==> config.mk <==
export PLATFORM = sky130hd
export DESIGN_NAME = seq_gen_flat
export DESIGN_NICKNAME = d
export VERILOG_FILES = /design/src/rtl/seq_gen_pkg.sv /design/src/rtl/seq_gen_if.sv /design/src/rtl/seq_gen.sv /design/src/flat_wrapper.sv
export SDC_FILE = /design/constraint.sdc
export NUM_CORES = 1
export LEC_CHECK = 0
export ABC_AREA = 1
export CORE_AREA = 2 2 95 97
export DETAILED_ROUTE_END_ITERATION = 10
export DIE_AREA = 0 0 97 99
export PLACE_DENSITY = 0.82
export SLEW_MARGIN = 15
export SYNTH_ARGS = -nofsm -noshare
export SYNTH_HDL_FRONTEND = slang
export SYNTH_SLANG_ARGS = --single-unit
export TNS_END_PERCENT = 10
==> constraint.sdc <==
create_clock -name clk -period 2.4 [get_ports clk]
set_input_delay 0.36 -clock clk [delete_from_list [all_inputs] [get_ports clk]]
set_output_delay 0.36 -clock clk [all_outputs]
set_load 0.01 [all_outputs]
==> src/rtl/seq_gen_pkg.sv <==
// Shared definitions for the serial pattern transmitter and its detector-side benches.
// State encodings are fixed because they are exposed on the debug state port.
package seq_gen_pkg;

   typedef enum logic [2:0] {
      ST_IDLE  = 3'b000,
      ST_LOAD  = 3'b001,
      ST_SHIFT = 3'b010,
      ST_DONE  = 3'b100
   } state_e;

   localparam int unsigned SEQ_GEN_DEFAULT_WIDTH = 32;

endpackage

==> src/rtl/seq_gen_if.sv <==
// Control/data bundle between a pattern source (master) and the transmitter (slave).
interface seq_gen_if #(
   parameter int unsigned WIDTH = 32,
   parameter int unsigned LW    = $clog2(WIDTH + 1)
);

   logic             start;
   logic [WIDTH-1:0] pattern;
   logic [LW-1:0]    len;
   logic             repeat_en;
   logic             stop;
   logic             dout;
   logic             valid;
   logic             busy;
   logic             done;
   logic [2:0]       state;
   logic [LW-1:0]    ptr;

   modport master (
      output start, pattern, len, repeat_en, stop,
      input  dout, valid, busy, done, state, ptr
   );

   modport slave (
      input  start, pattern, len, repeat_en, stop,
      output dout, valid, busy, done, state, ptr
   );

endinterface

==> src/rtl/seq_gen.sv <==
// Serial pattern transmitter: latches a parallel pattern and shifts it out MSB-first,
// one bit per clock, optionally wrapping back to bit 0 with no gap.
module seq_gen
   import seq_gen_pkg::*;
#(
   parameter int unsigned WIDTH = SEQ_GEN_DEFAULT_WIDTH
) (
   input logic     clk,
   input logic     rst,
   seq_gen_if.slave bus
);

   localparam int unsigned LW = $clog2(WIDTH + 1);

   state_e           state_q,   state_d;
   logic [WIDTH-1:0] shreg_q,   shreg_d;
   logic [WIDTH-1:0] copy_q,    copy_d;
   logic [LW-1:0]    eff_len_q, eff_len_d;
   logic [LW-1:0]    ptr_q,     ptr_d;
   logic             dout_q,    dout_d;
   logic             valid_q,   valid_d;
   logic             done_q,    done_d;
   logic             last_bit;

   assign last_bit = (ptr_q == eff_len_q - LW'(1));

   always_comb begin
      state_d   = state_q;
      shreg_d   = shreg_q;
      copy_d    = copy_q;
      eff_len_d = eff_len_q;
      ptr_d     = ptr_q;
      dout_d    = dout_q;
      valid_d   = valid_q;
      done_d    = 1'b0;

      case (state_q)
         ST_IDLE: begin
            if (bus.start) begin
               state_d = ST_LOAD;
               shreg_d = bus.pattern;
               copy_d  = bus.pattern;
               if (bus.len == '0 || bus.len > LW'(WIDTH)) begin
                  eff_len_d = LW'(WIDTH);
               end else begin
                  eff_len_d = bus.len;
               end
            end
         end

         ST_LOAD: begin
            if (bus.stop) begin
               state_d = ST_IDLE;
               dout_d  = 1'b0;
               valid_d = 1'b0;
               ptr_d   = '0;
            end else begin
               state_d = ST_SHIFT;
               dout_d  = shreg_q[WIDTH-1];
               shreg_d = shreg_q << 1;
               valid_d = 1'b1;
               ptr_d   = '0;
            end
         end

         ST_SHIFT: begin
            // shreg already holds the bit after the one on dout, so a plain shift
            // and a wrap reload both take one edge and leave no gap in valid.
            if (bus.stop) begin
               state_d = ST_IDLE;
               dout_d  = 1'b0;
               valid_d = 1'b0;
               ptr_d   = '0;
            end else if (!last_bit) begin
               dout_d  = shreg_q[WIDTH-1];
               shreg_d = shreg_q << 1;
               ptr_d   = ptr_q + LW'(1);
            end else if (bus.repeat_en) begin
               dout_d  = copy_q[WIDTH-1];
               shreg_d = copy_q << 1;
               ptr_d   = '0;
            end else begin
               state_d = ST_DONE;
               dout_d  = 1'b0;
               valid_d = 1'b0;
               done_d  = 1'b1;
            end
         end

         ST_DONE: begin
            state_d = ST_IDLE;
            ptr_d   = '0;
         end

         default: begin
            state_d = ST_IDLE;
            dout_d  = 1'b0;
            valid_d = 1'b0;
            ptr_d   = '0;
         end
      endcase
   end

   always_ff @(posedge clk) begin
      if (rst) begin
         state_q   <= ST_IDLE;
         shreg_q   <= '0;
         copy_q    <= '0;
         eff_len_q <= '0;
         ptr_q     <= '0;
         dout_q    <= 1'b0;
         valid_q   <= 1'b0;
         done_q    <= 1'b0;
      end else begin
         state_q   <= state_d;
         shreg_q   <= shreg_d;
         copy_q    <= copy_d;
         eff_len_q <= eff_len_d;
         ptr_q     <= ptr_d;
         dout_q    <= dout_d;
         valid_q   <= valid_d;
         done_q    <= done_d;
      end
   end

   assign bus.dout  = dout_q;
   assign bus.valid = valid_q;
   assign bus.done  = done_q;
   assign bus.busy  = (state_q != ST_IDLE);
   assign bus.state = state_q;
   assign bus.ptr   = ptr_q;

endmodule

==> src/flat_wrapper.sv <==
// flat-port wrapper written by rule: the top's interface ports become plain ports
module seq_gen_flat import seq_gen_pkg::*;
#(
   parameter int unsigned WIDTH = SEQ_GEN_DEFAULT_WIDTH
)
  (clk, rst, bus_start, bus_pattern, bus_len, bus_repeat_en, bus_stop, bus_dout, bus_valid, bus_busy, bus_done, bus_state, bus_ptr);
  seq_gen_if #(.WIDTH(WIDTH)) bus_i ();
  input logic clk;
  input logic rst;
  input wire logic [$bits(bus_i.start)-1:0] bus_start;
  input wire logic [$bits(bus_i.pattern)-1:0] bus_pattern;
  input wire logic [$bits(bus_i.len)-1:0] bus_len;
  input wire logic [$bits(bus_i.repeat_en)-1:0] bus_repeat_en;
  input wire logic [$bits(bus_i.stop)-1:0] bus_stop;
  output wire logic [$bits(bus_i.dout)-1:0] bus_dout;
  output wire logic [$bits(bus_i.valid)-1:0] bus_valid;
  output wire logic [$bits(bus_i.busy)-1:0] bus_busy;
  output wire logic [$bits(bus_i.done)-1:0] bus_done;
  output wire logic [$bits(bus_i.state)-1:0] bus_state;
  output wire logic [$bits(bus_i.ptr)-1:0] bus_ptr;
  assign bus_i.start = bus_start;
  assign bus_i.pattern = bus_pattern;
  assign bus_i.len = bus_len;
  assign bus_i.repeat_en = bus_repeat_en;
  assign bus_i.stop = bus_stop;
  assign bus_dout = bus_i.dout;
  assign bus_valid = bus_i.valid;
  assign bus_busy = bus_i.busy;
  assign bus_done = bus_i.done;
  assign bus_state = bus_i.state;
  assign bus_ptr = bus_i.ptr;
  seq_gen #(.WIDTH(WIDTH)) u_core (.clk(clk), .rst(rst), .bus(bus_i));
endmodule
-- Word level (Yosys, flattened, before mapping)
Cells that the tools add are included.
W data, S select, Z words.
- word-level logic and storage cells: 66
- output and inout bits: 13
- bits in registers: 82
- reduce and logical (&&, ||, !) cells: 12
- bitwise gates (word level): 4
- $add $sub $neg: 2
- magnitude comparators: 1
- multiplexer cells: 28
- eq/ne operators: 11
- operators by type and width (operator ; number):
    $mux W32 ; 5
    $pmux W32 S3 ; 1
    $mux W6 ; 4
    $mux W3 ; 4
    $pmux W6 S2 ; 1
    $mux W1 ; 9
    $pmux W3 S3 ; 1
    $add A6 B1 Y6 const B ; 1
    $eq A6 B6 Y1 ; 1
    $gt A6 B6 Y1 const B ; 1
    $logic_not A6 Y1 ; 1
    $ne A2 B2 Y1 const B ; 3
    $ne A3 B3 Y1 const B ; 2
    $pmux W1 S3 ; 2
    $reduce_and A3 Y1 ; 2
    $reduce_bool A3 Y1 ; 2
    $sub A6 B1 Y6 const B ; 1
    $reduce_and A5 Y1 ; 1
    $ne A4 B4 Y1 const B ; 1
    $not A1 Y1 ; 4
    $reduce_and A2 Y1 ; 2
    $reduce_or A4 Y1 ; 1
    $eq A3 B1 Y1 const B ; 1
    $eq A3 B2 Y1 const B ; 1
    6 further kinds ; 6

-- Longest topological paths before layout
Gate-level depths: netlist of the first run.
- depth in word-level cells: 5
- gate-level depth with buffers: 16
- gate-level depth less buffers: 15

-- Worst setup path before layout of the first run
No wires, ideal clock.
- path kind: register to register
- start point: register u_core.eff_len_q[0]
- end point: register u_core.valid_q (netlist: u_core.bus.valid)
- arrival: 1.704 ns
- cell stages (with the launch flop): 16
- period minus slack after synthesis: 1.836 ns
- setup time: 0.132 ns
- setup slack: 0.564 ns
- path through: dfxtp_1 inv_2 ha_1 inv_1 nand2_1 nand2_1 nor2_1 nand3_1 nor2_4 nand3_2 buf_6 buf_6 nand2_1 nand3_1 nand2_1 a21oi_1
- cells in the longest elaborated chain, start to end: 4
- RTL lines (element ; line ; text):
    from (decl) ; seq_gen.sv:18 ; logic [LW-1:0] eff_len_q, eff_len_d;
    from (signal assigned) ; seq_gen.sv:118 ; eff_len_q <= eff_len_d;
    $sub A6 B1 Y6 ; seq_gen.sv:25 ; assign last_bit = (ptr_q == eff_len_q - LW'(1));
    $eq A6 B6 Y1 ; seq_gen.sv:25 ;
    $ne A3 B2 Y1 (no line) ; - ;
    $reduce_and A3 Y1 (no line) ; - ;
    to (signal assigned) ; seq_gen.sv:121 ; valid_q <= valid_d;
    to (decl) ; seq_gen.sv:21 ; logic valid_q, valid_d;
Every way passes these cells.
A chain may end at the register's enable or synchronous reset.

-- Final worst setup path of the first run
- start point: register u_core.eff_len_q[0]
- end point: register u_core.shreg_q[20]
- cells in the longest elaborated chain, start to end: 5
- elaborated cells between the ends (all ways): 7
- classes of those cells: add/sub (1); eq/ne (2); mux (3); reduce/logical (1)
- RTL lines (element ; line ; text):
    $sub A6 B1 Y6 * ; seq_gen.sv:25 ;
    $eq A6 B6 Y1 * ; seq_gen.sv:25 ;
    $mux W32 ; seq_gen.sv:74 ; end else if (!last_bit) begin
    $mux W32 ; seq_gen.sv:69 ; if (bus.stop) begin
    $pmux W32 S3 ; seq_gen.sv:37 ; case (state_q)
    to (signal assigned) ; seq_gen.sv:116 ; shreg_q <= shreg_d;
    to (decl) ; seq_gen.sv:16 ; logic [WIDTH-1:0] shreg_q, shreg_d;
Mark *: on every way between the ends. The rest lies on a longest branch, timed or not. The select of a mux whose other input is x is not followed.

==> summary.txt, run 1 <==
Power
  • Clk network pwr share: 0.262
  • Switching power: 1.06 mW
  • Sequential share of power: 0.476
  • Power per cell area: 589 nW/um2
  • Sw frac: 0.331
  • Lkg Pwr: 2.61 nW
  • Internal Power: 2.15 mW
  • Overall power: 3.21 mW
  • Comb pwr share: 0.262
  • Max VDD drop: 0.292 mV

Worst setup path
  • CP Launch Point: u_core.eff_len_q[0]$_SDFFE_PP0P_
  • Reg-to-Reg End: u_core.shreg_q[20]$_SDFFE_PP0P_
  • Reg2reg setup slack: 0.23 ns
  • CP required: 2.64 ns
  • Reg-to-Reg Start: u_core.eff_len_q[0]$_SDFFE_PP0P_
  • Worst setup path end: u_core.shreg_q[20]$_SDFFE_PP0P_
  • Critical path data arrival time: 2.42 ns
  • Critical path endpoint category: flop
  • Critical Path Fanout Max: 21
  • R2R cell count: 14
  • CP Class: reg2reg
  • CP Launch Type: flop

Outcome
  • Status: finished clean

Routing
  • DR pass1 iterations: 7
  • First DRT Iteration DRCs: 328
  • DR vias: 4811
  • Per-cell routed wire length: 12.6 um
  • Post-DR vias/cell: 5.34
  • Post-route ant nets: 0
  • DRC Markers: 0
  • Routed Wire Length: 11400 um

Global route
  • Largest net degree at the start of global routing: 75
  • First-pass GRT wire length: 19300 um
  • Initial antenna violation count: 0
  • GRT overflow: 0
  • GRT Resource Usage Total: 0.239
  • Vias in the first global route: 4450

Clock network
  • Clk sink count: 82
  • H-tree depth: 3
  • CTS Buffer Depth: 2
  • Cts hold-fix bufs: 0
  • CTS tree: yes
  • Clk pin slew, worst setup/hold paths: 0.08 ns
  • Cts repair resizes: 0
  • Post-CTS Setup Bufs: 0
  • Inserted Clock Buffers: 9
  • Worst skew pair latency: 0.35 ns
  • Clock Tree Root: clkbuf_8

Synth
  • Synth cell types: 24
  • YS warnings: 0
  • Avg Cell Area, Syn: 6.11 um2
  • Net count after synthesis: 806
  • EDFF count, synth: 0
  • Yosys top cell by area: dfxtp_1
  • Area contributors post-synth: dfxtp_1 (35%), nand2_1 (14%), inv_1 (9.6%), nand3_1 (8.5%), o21ai_0 (6.8%)
  • Syn Std Cell Area: 4650 um2
  • Most numerous cell in the Yosys netlist: nand2_1
  • Top FF cell, synth: dfxtp_1
  • Top cell type's share of synthesized area: 0.353
  • Number of synthesized register bits: 82
  • Sequential cell area fraction in the yosys report: 0.353
  • List of most frequent post-synthesis cells: nand2_1 (177), inv_1 (119), dfxtp_1 (82)
  • Synth Instances: 761
  • Ys async rst share: 0

Timing
  • Slew HR: 0.564
  • RSZ-0062 raised after global routing: no
  • Final Max Slew Viols: 0
  • Slew @ Worst Pin: 0.653 ns
  • Max Fclk: 0.460 GHz
  • Count of final setup violators: 0
  • Setup TNS: 0 ns
  • Final hold vios: 0
  • Final period util: 0.906
  • Final clock skew: 0.0100 ns
  • Final Worst Setup Slack: 0.226 ns
  • Hold slack: 0.455 ns
  • Crit path time final: 2.17 ns

Die
  • I/O pins: 56
  • Full die area: 9600 um2
  • Row count: 34
  • Die X: 97 um
  • Core area: 8550 um2
  • Initial Util: 0.544
  • Die height: 99 um

Placement
  • Port bufs: 55
  • Final estimated routing congestion in global placement: 0.846
  • Pre-CTS setup slack: 0.284 ns
  • DP HPWL: 7300 um

Hold path
  • Worst Hold Class: reg2reg
  • WHS Path Cells: 2

Run
  • Max cap viols: 0

Layout
  • Antenna diodes: 0
  • Synthesis-to-layout area growth: 17.0%
  • Nets: 836
  • Fraction of layout cells with a size suffix above 1: 0.0530
power by group through the flow:
| stage | sequential [mW] | combinational [mW] | clock, mW |
|---|---|---|---|
| 4_1_cts | 1.53 | 0.829 | 0.849 |
| 3_3_place_gp | 1.55 | 0.800 | 0 |
| 3_5_place_dp | 1.56 | 0.825 | 0 |
| 6_report | 1.53 | 0.839 | 0.840 |
| 2_1_floorplan | 1.55 | 0.590 | 0 |
| 5_1_grt | 1.54 | 0.956 | 0.907 |
registers in the layout (all words and copies together) (netlist names):
signal and flops:
u_core.bus.valid 1, u_core.bus.done 1, u_core.copy_q 32, u_core.eff_len_q 6, u_core.bus.ptr 6, u_core.bus.state 3
u_core.bus.dout 1, u_core.shreg_q 32
per-layer routing:
layer,track usage,part of all wire,up-vias
met5,0,0,-
met4,0.112,0.025,0
met3,0.0319,0.062,30
met2,0.410,0.47,170
met1,0.300,0.44,2152
li1,-,-,2459
logic make-up after synthesis:
family	after synthesis	synth area share
compound gates	115	0.127
simple gates	381	0.356
xor+xnor	5	0.00942
fa+ha+maj	2	0.00538
flops	82	0.353
buf+inv	176	0.149
how the worst min path moves through the flow:
stage | endpoint | slack, ns | from
after floorplan | u_core.copy_q[17]$_SDFFE_PP0P_ | 0.43 | u_core.copy_q[17]$_SDFFE_PP0P_
after global placement | u_core.copy_q[22]$_SDFFE_PP0P_ | 0.44 | u_core.copy_q[22]$_SDFFE_PP0P_
after detailed placement | u_core.copy_q[15]$_SDFFE_PP0P_ | 0.44 | u_core.copy_q[15]$_SDFFE_PP0P_
after CTS | u_core.copy_q[14]$_SDFFE_PP0P_ | 0.46 | u_core.copy_q[14]$_SDFFE_PP0P_
after global routing | u_core.bus.valid$_SDFFE_PP0P_ | 0.47 | u_core.bus.valid$_SDFFE_PP0P_
final | u_core.copy_q[23]$_SDFFE_PP0P_ | 0.46 | u_core.copy_q[23]$_SDFFE_PP0P_
cell usage in the layout, fill, tap and decap left out, types with 2 or more instances in the layout:
master / Yosys / final
nor2_2: 2 / 3
buf_12: 0 / 5
nand4_1: 38 / 38
xnor2_1: 2 / 2
xor2_1: 3 / 3
nand2_1: 177 / 176
nand2_2: 1 / 2
buf_4: 0 / 7
ha_1: 2 / 2
nand3_1: 79 / 79
inv_1: 119 / 119
nor3_1: 4 / 4
nor2_1: 77 / 76
inv_2: 8 / 8
clkbuf_8: 0 / 9
o21ai_0: 63 / 63
clkinv_2: 0 / 3
a21oi_1: 45 / 45
dfxtp_1: 82 / 82
clkdlybuf4s50_1: 0 / 55
a211oi_1: 5 / 5
through the flow:
step	utilization	instance area [um2]	instances
2_1_floorplan	-	4650	761
3_5_place_dp	0.618	5280	888
6_report	0.636	5440	901
3_3_place_gp	0.618	5280	888
5_1_grt	0.636	5440	901
4_1_cts	0.635	5430	901
layout make-up:
| type | count | area [um2] |
|---|---|---|
| clock inverters | 4 | 22.5 |
| multi-input cells | 503 | 2330 |
| clock buffers | 9 | 124 |
| fillers | 777 | 3110 |
| inverters | 127 | 477 |
| well taps | 108 | 135 |
| flip-flops and latches | 82 | 1640 |
| repair buffers | 68 | 714 |
worst max-delay path: stages (launching register included):
cell	delay, ns
dfxtp_1	0.34
inv_2	0.11
ha_1	0.22
nand2_1	0.09
nor2_1	0.11
nand2_1	0.06
nand2_1	0.06
nand2_1	0.09
inv_2	0.20
buf_4	0.32
nand4_1	0.14
nand3_1	0.12
nand2_1	0.06
nor2_1	0.10
nor2_1	0.05
(Power assumes the default switching activity.)
==> run 2, diff against run 1 <==
--- a/config.mk
+++ b/config.mk
@@ -6,10 +6,11 @@
 export NUM_CORES = 1
 export LEC_CHECK = 0
 export ABC_AREA = 1
-export CORE_AREA = 2 2 95 97
+export CORE_AREA = 5 5 98 100
 export DETAILED_ROUTE_END_ITERATION = 10
-export DIE_AREA = 0 0 97 99
-export PLACE_DENSITY = 0.82
+export DIE_AREA = 0 0 103 105
+export PLACE_DENSITY = 0.78
+export SETUP_SLACK_MARGIN = 0.15
 export SLEW_MARGIN = 15
 export SYNTH_ARGS = -nofsm -noshare
 export SYNTH_HDL_FRONTEND = slang
==> run 2 against run 1 <==
Against the previous run: count of clock-buffer cells in the layout grew 1; largest power group unchanged; design area grew 2.4%; global-route usage shrank 2.0 points.
==> summary.txt, run 2 (synthesis gave the netlist of run 1 again) <==
Worst setup path
  • Critical path data arrival time: 2.33 ns
  • Critical Path Fanout Max: 21
  • CP Buf/Inv Count: 3
  • CP Launch Type: flop
  • R2R cell count: 14
  • Gate family responsible for the most delay along the worst path: simple AND/OR/NAND/NOR gates
  • Critical path depth: 14
  • Reg-to-Reg End: u_core.shreg_q[1]$_SDFFE_PP0P_
  • CP Class: reg2reg
  • Reg-to-Reg Start: u_core.eff_len_q[0]$_SDFFE_PP0P_
  • Reg2reg setup slack: 0.32 ns
  • Critical path endpoint category: flop
  • Crit path cell chain: inv_2 > ha_2 > inv_1 > nand2_1 > nand2_1 > nor2_1 > nand3_1 > nor2_4 > buf_6 > nand4_1 > nand3_1 > nand2_1 > nor2_1 > nor2_1
  • Max incr delay on CP: 0.37 ns
  • CP required: 2.65 ns
  • Crit-path slowest cell: dfxtp_1

Timing
  • Final clock skew: 0.0101 ns
  • Setup TNS: 0 ns
  • Crit path time final: 2.08 ns
  • Final period util: 0.867
  • Count of final setup violators: 0
  • RSZ-0062 raised after global routing: yes
  • Slew @ Worst Pin: 0.509 ns
  • Final hold vios: 0
  • Final Worst Setup Slack: 0.320 ns
  • Max Fclk: 0.481 GHz
  • Final Max Slew Viols: 0
  • Slew HR: 0.660

Clock network
  • Inserted Clock Buffers: 9
  • CTS Buffer Depth: 2
  • Cts hold-fix bufs: 0
  • H-tree depth: 3
  • Worst skew pair latency: 0.35 ns
  • CTS tree: yes
  • Clk pin slew, worst setup/hold paths: 0.09 ns
  • Clock Tree Root: clkbuf_8
  • Clk sink count: 82

Routing
  • DRC Markers: 0
  • DR vias: 4866
  • DR pass1 iterations: 5
  • Per-cell routed wire length: 13.6 um
  • Post-route ant nets: 0
  • Post-DR vias/cell: 5.35
  • Routed Wire Length: 12400 um
  • First DRT Iteration DRCs: 395

Layout
  • Most frequent cells in the layout: nand2_1 (176), inv_1 (119), dfxtp_1 (82)
  • Fraction of layout cells with a size suffix above 1: 0.0637
  • Area occupied by multi-input gates: 2340 um2
  • Largest regs: u_core.copy_q: 32 flops, u_core.shreg_q: 32 flops
  • Fillers: 801
  • Antenna diodes: 0
  • Nets: 842
  • Synthesis-to-layout area growth: 19.8%
  • Seq. cell area: 1640 um2
  • Commonest non-fill, non-tap cell in the layout: nand2_1

Outcome
  • Status: finished clean

Global route
  • GRT overflow: 0
  • Initial antenna violation count: 0
  • First-pass GRT wire length: 19700 um
  • Largest net degree at the start of global routing: 66
  • Vias in the first global route: 4441
  • GRT Resource Usage Total: 0.219

Placement
  • Port bufs: 55
  • DP HPWL: 7340 um
  • Pre-CTS setup slack: 0.315 ns
  • Final estimated routing congestion in global placement: 0.862

Die
  • Die X: 103 um
  • I/O pins: 56
  • Die height: 105 um
  • Core area: 8590 um2
  • Row count: 34
  • Full die area: 10800 um2
  • Initial Util: 0.541

Power
  • Lkg Pwr: 2.66 nW
  • Overall power: 3.44 mW
  • Power per cell area: 617 nW/um2
  • Max VDD drop: 0.260 mV

Hold path
  • Hold Path Sink: u_core.copy_q[14]$_SDFFE_PP0P_
  • WHS Path Cells: 2
  • Worst Hold Class: reg2reg
  • HP Start: u_core.copy_q[14]$_SDFFE_PP0P_

Run
  • Max cap viols: 0
## run 2: cell type report
cell class,instances,area share
inverters,127,0.0860
multi-input cells,503,0.419
clock inverters,5,0.00988
flip-flops and latches,82,0.295
clock buffers,10,0.0247
well taps,108,0.0243
repair buffers,74,0.141
## run 2: worst max-delay path by stage
stage | start | end | slack, ns
floorplan | u_core.eff_len_q[0]$_SDFFE_PP0P_ | u_core.bus.valid$_SDFFE_PP0P_ | 0.56
global placement | u_core.eff_len_q[0]$_SDFFE_PP0P_ | u_core.shreg_q[5]$_SDFFE_PP0P_ | 0.38
detailed placement | u_core.eff_len_q[0]$_SDFFE_PP0P_ | u_core.shreg_q[17]$_SDFFE_PP0P_ | 0.32
CTS | u_core.eff_len_q[0]$_SDFFE_PP0P_ | u_core.shreg_q[17]$_SDFFE_PP0P_ | 0.28
global route | u_core.eff_len_q[0]$_SDFFE_PP0P_ | u_core.shreg_q[1]$_SDFFE_PP0P_ | 0.13
finish | u_core.eff_len_q[0]$_SDFFE_PP0P_ | u_core.shreg_q[1]$_SDFFE_PP0P_ | 0.32
## run 2: timing repair
item	4_1_cts	5_1_grt
setup buffers	0	3
endpoints found under the setup margin	0	32
resized for setup	0	5
## run 2: worst register-to-register path, delay by kind of cell, from the launching register on
| kind | cells | cell delay [ns] |
|---|---|---|
| buffers and inverters | 3 | 0.35 |
| adders and majority gates | 1 | 0.33 |
| and+or+nand+nor | 10 | 0.94 |
| DFF | 1 | 0.37 |
## run 2: through the flow
stage | instances | hold WS [ns] | utilization | cell area (um2)
global route | 909 | 0.466 | 0.648 | 5570
floorplan | 761 | 0.430 | - | 4650
CTS | 903 | 0.457 | 0.636 | 5460
global placement | 888 | 0.438 | 0.613 | 5270
detailed placement | 888 | 0.444 | 0.613 | 5270
finish | 909 | 0.455 | 0.648 | 5570
## run 2: power by group
group	internal, mW	leakage [nW]	switching, mW
sequential	1.49	0.678	0.0429
combinational	0.331	1.89	0.561
clock	0.500	0.0941	0.515
## run 2: per-layer routing
metal  vias up  global-route usage  wire length [um]
met5         -                   0                 0
met4         0              0.0879               280
met3        23              0.0247               846
met2       170               0.368              5920
met1      2198               0.283              5320
li1       2475                   -                 -
